`config.mk`:
```
export PLATFORM = sky130hd
export DESIGN_NAME = regfl_rd_ser
export DESIGN_NICKNAME = d
export VERILOG_FILES = /design/src/rtl/regfl_rd_ser.sv
export SDC_FILE = /design/constraint.sdc
export NUM_CORES = 2
export LEC_CHECK = 0
export ABC_AREA = 1
export BUFFER_PORTS_ARGS = -buffer_cell sky130_fd_sc_hd__buf_2
export CAP_MARGIN = 0
export CORE_MARGIN = 2
export CORE_UTILIZATION = 55
export DETAILED_ROUTE_END_ITERATION = 6
export PLACE_DENSITY_LB_ADDON = 0.3
export SLEW_MARGIN = 0
export SYNTH_ARGS = -nofsm -noshare
export SYNTH_HDL_FRONTEND = slang
export SYNTH_SLANG_ARGS = --single-unit
```
`constraint.sdc`:
```
create_clock -name clk -period 2.7 [get_ports clk]
set_input_delay 0.54 -clock clk [delete_from_list [all_inputs] [get_ports clk]]
set_output_delay 0.54 -clock clk [all_outputs]
set_load 0.1 [all_outputs]
```
`src/rtl/regfl_rd_ser.sv`:
```
// Register-file read serializer: snapshots the flat register bus on start and
// streams a wrapped run of registers over valid/ready with a running checksum.
module regfl_rd_ser #(
  parameter  int unsigned W  = 64,
  parameter  int unsigned N  = 8,
  localparam int unsigned IW = $clog2(N)
) (
  input  logic           clk,
  input  logic           rst_b,
  input  logic [N*W-1:0] q,
  input  logic           start,
  input  logic [IW-1:0]  first,
  input  logic [IW:0]    cnt,
  input  logic           abort,
  output logic [W-1:0]   dout,
  output logic [IW-1:0]  dout_idx,
  output logic           dout_valid,
  input  logic           dout_ready,
  output logic           busy,
  output logic           done,
  output logic [W-1:0]   chk
);

  typedef enum logic [1:0] {IDLE, SEND, DONE} state_t;

  state_t        state, state_n;
  logic [W-1:0]  snap   [N];
  logic [W-1:0]  snap_n [N];
  logic [W-1:0]  qw     [N];
  logic [IW:0]   rem, rem_n, cnt_eff;
  logic [IW-1:0] idx_n, idx_inc;
  logic [W-1:0]  dout_n, chk_n;
  logic          valid_n, busy_n, done_n;

  // Register 0 sits in the most significant word of the flat bus.
  always_comb begin
    for (int unsigned i = 0; i < N; i++) qw[i] = q[N*W-1-i*W -: W];
  end

  assign cnt_eff = (cnt == '0 || 32'(cnt) > N) ? (IW+1)'(N) : cnt;
  assign idx_inc = dout_idx + IW'(1);

  always_comb begin
    state_n = state;
    snap_n  = snap;
    rem_n   = rem;
    idx_n   = dout_idx;
    dout_n  = dout;
    valid_n = dout_valid;
    busy_n  = busy;
    done_n  = 1'b0;
    chk_n   = chk;
    case (state)
      IDLE: begin
        if (start) begin
          snap_n  = qw;
          dout_n  = qw[first];
          idx_n   = first;
          rem_n   = cnt_eff;
          chk_n   = '0;
          valid_n = 1'b1;
          busy_n  = 1'b1;
          state_n = SEND;
        end
      end
      SEND: begin
        // Abort wins over a simultaneous handshake, so that word is not summed.
        if (abort) begin
          valid_n = 1'b0;
          busy_n  = 1'b0;
          state_n = IDLE;
        end else if (dout_ready) begin
          chk_n  = chk + dout;
          rem_n  = rem - (IW+1)'(1);
          idx_n  = idx_inc;
          dout_n = snap[idx_inc];
          if (rem == (IW+1)'(1)) begin
            valid_n = 1'b0;
            done_n  = 1'b1;
            state_n = DONE;
          end
        end
      end
      DONE: begin
        busy_n  = 1'b0;
        state_n = IDLE;
      end
      default: state_n = IDLE;
    endcase
  end

  always_ff @(posedge clk or negedge rst_b) begin
    if (!rst_b) begin
      state      <= IDLE;
      snap       <= '{default: '0};
      rem        <= '0;
      dout_idx   <= '0;
      dout       <= '0;
      dout_valid <= 1'b0;
      busy       <= 1'b0;
      done       <= 1'b0;
      chk        <= '0;
    end else begin
      state      <= state_n;
      snap       <= snap_n;
      rem        <= rem_n;
      dout_idx   <= idx_n;
      dout       <= dout_n;
      dout_valid <= valid_n;
      busy       <= busy_n;
      done       <= done_n;
      chk        <= chk_n;
    end
  end

endmodule

```
==> flow_metrics.tcl <==
set metrics [dict create \
    status "finished with violations" \
    failed_checks "DRC" \
    holdWs_ns 0.135 \
    initial_core_util 0.558 \
    core_area_um2 70300 \
    worst_slack_ns 0.0763 \
    slowest_delay_ns 0.57 \
    clkLatencyLatePin_ns 0.65 \
    n_fill_cell 6036 \
    yosysWarnings 0 \
    cp-end-kind "output port" \
    worstPathCellList "buf_12, buf_2" \
    cp_max_fo 84 \
    top_usage_layer "met2" \
    fin_crit_ns 2.62 \
    h-tree-depth 3 \
    drc_errors 1 \
    vias 42600 \
    drt-total-wl_um 176000 \
    rsz0062_at_grt "false" \
    finalCritPeriodShare 0.972 \
    fmax_ghz 0.381 \
    clock-sinks 652 \
    clock_path_buffers 3 \
    drt_iter0_drc 6085 \
    area_growth_pct 19.1 \
    ys_seq_area_frac 0.416 \
    grt_pass1_wl_um 252000 \
    pin_count 658 \
    fin_skew_ns 0.0255 \
    p_leak_nw 23.7 \
    synth-edff-count 0 \
    p_per_area_nw_per_um2 1490 \
    grt_use_met3 0.160 \
    cts_tree "built" \
    viasPerCell 6.17 \
    io_buffers 657 \
    slowest_stage "buf_2" \
    worstPathRequired_ns 2.16 \
    min-delay-start "q[243]" \
    cts.clk_slew.worst_paths_ns 0.06 \
    r2r-start "dout_idx[0]" \
    grt_overflow 0 \
    grt_pass1_vias 39000 \
    finalPower_w 0.0695 \
    fp.dieH_um 271 \
    design.die.area_um2 73400 \
    gp_congestion 1.10 \
    maxCapViolations 0 \
    hold_viol 0 \
    max_slew_margin 0.327 \
    syn_nets 5891 \
    final_nets 6471 \
    design_area_um2 46600 \
    min_path_type "in -> reg" \
    ant_nets 0 \
    arrival_ns 2.08 \
    wl_per_cell_um 25.5 \
    ys.flop_type "dfrtp_1" \
    dp_hpwl_um 130000 \
    worst_pin_slew_ns 1.01 \
    place_ws_ns 0.182 \
    cts_buffers 74 \
    placedInstanceArea_um2 44100 \
    synth.avg_cell_area_um2 7.40 \
    crit_path_start "dout_idx[0]" \
    path_class "reg -> out" \
    root_buffer "clkbuf_16" \
    finalSetupViolations 0 \
    slew_violations 0 \
    met1_usage 0.577 \
    synth-seq-cells 652 \
    gr-usage-met2 0.668 \
    grt_usage 0.465 \
    dr.pass1.iters 7 \
    async_flop_share 1.00 \
    die-width_um 271 \
    syn_inst 5297 \
    antenna_found_initial 39 \
    drive_gt1_frac 0.212 \
    synth_area_um2 39200 \
    finalSetupTns_ns 0 \
    rows 97 \
    ys_types 45 \
    cp-start-kind "flop" \
    vdd_ir_drop_max_mv 1.54 \
    grt_max_degree 163 \
]
## metal layers
metal,part of all wire,wire length [um]
met1,0.35,62000
met2,0.41,72500
met3,0.14,24400
met4,0.095,16700
met5,0.0010,177
## cells in the final DEF (no fill, tap or decap), types with 38 or more instances in the layout
cell / n
inv_1: 525
buf_2: 653
nand2_1: 1351
o21ai_1: 75
o22ai_1: 124
a41oi_2: 38
dfrtp_1: 651
a21oi_1: 329
nand3_1: 207
nor2_1: 549
o21ai_0: 710
mux2_2: 208
clkbuf_16: 75
buf_12: 47
buf_4: 127
ha_1: 67
## cell type report
class	count	area, um2	area share
clock inverter	28	374	0.00802
inverter	534	2020	0.0432
timing repair buffer	833	5240	0.112
multi-input combinational	3782	19300	0.415
sequential	652	16300	0.350
tap	940	1180	0.0252
antenna	25	62.6	0.00134
clock buffer	104	2130	0.0456
## synthesized netlist by cell type, types with 12 or more instances
master | instances | share of area
a41oi_1 | 26 | 0.0058
nor2_1 | 550 | 0.053
nand3_1 | 207 | 0.026
buf_4 | 19 | 0.0036
ha_1 | 69 | 0.022
a41oi_2 | 37 | 0.015
o21ai_0 | 710 | 0.091
inv_1 | 526 | 0.050
o22ai_1 | 124 | 0.020
a21oi_1 | 331 | 0.042
nand2_2 | 15 | 0.0024
mux2_2 | 208 | 0.060
buf_2 | 142 | 0.018
clkbuf_1 | 141 | 0.014
buf_6 | 13 | 0.0037
buf_1 | 13 | 0.0012
o21ai_1 | 75 | 0.0096
nand2_1 | 1351 | 0.13
nor2_2 | 12 | 0.0019
dfrtp_1 | 652 | 0.42
## what timing repair did
action                                  4_1_cts  5_1_grt
endpoints found under the setup margin        0        5
setup buffers                                 0        0
hold buffers                                  1        0
endpoints found under the hold margin        38        0
gates resized for setup                       0        4
## power by group
part	leakage [nW]	total (W)	internal (W)	switching (W)
clock	1.24	0.0107	0.00619	0.00449
sequential	7.85	0.0182	0.0145	0.00372
combinational	14.6	0.0406	0.0116	0.0290
## worst paths after layout
kind	end	slack, ns	cells after the start
worst max-delay path	dout_idx[0]	0.08	2
worst min-delay path	snap[243]	0.14	2
worst min register to register	snap[251]	0.46	2
max in group asynchronous	snap[405]	1.29	3
min in group asynchronous	done	0.44	2
worst max register to register	dout[54]	0.13	8
## sequential cells by signal (all words and copies together) (netlist names)
signal,flops
dout_idx,3
state,2
dout_valid,1
busy,1
dout,64
snap,512
chk,64
rem,4
done,1
## per-stage QoR
stage / std cells / util
global route: 6883 / 0.663
floorplan: 5297 / -
detailed placement: 6740 / 0.627
global placement: 6740 / 0.627
finish: 6898 / 0.664
CTS: 6873 / 0.663
## kinds of logic (layout without fill, tap and decap cells)
group | Yosys count | count (layout) | synth area share
other | 0 | 25 | 0
buffers and inverters | 863 | 1499 | 0.0917
XOR/XNOR | 9 | 9 | 0.00201
multiplexers | 208 | 208 | 0.0598
AO/OA/AOI/OAI | 1318 | 1318 | 0.187
flip-flops | 652 | 652 | 0.416
AND/OR/NAND/NOR | 2177 | 2177 | 0.221
adder cells (fa/ha/maj) | 70 | 70 | 0.0225
## worst max-delay path, delay by kind of cell, from the launching register on
kind,cells,cell delay (ns)
flip-flops,1,0.51
buffers and inverters,2,0.91
Power figures use the tool's default switching activity.
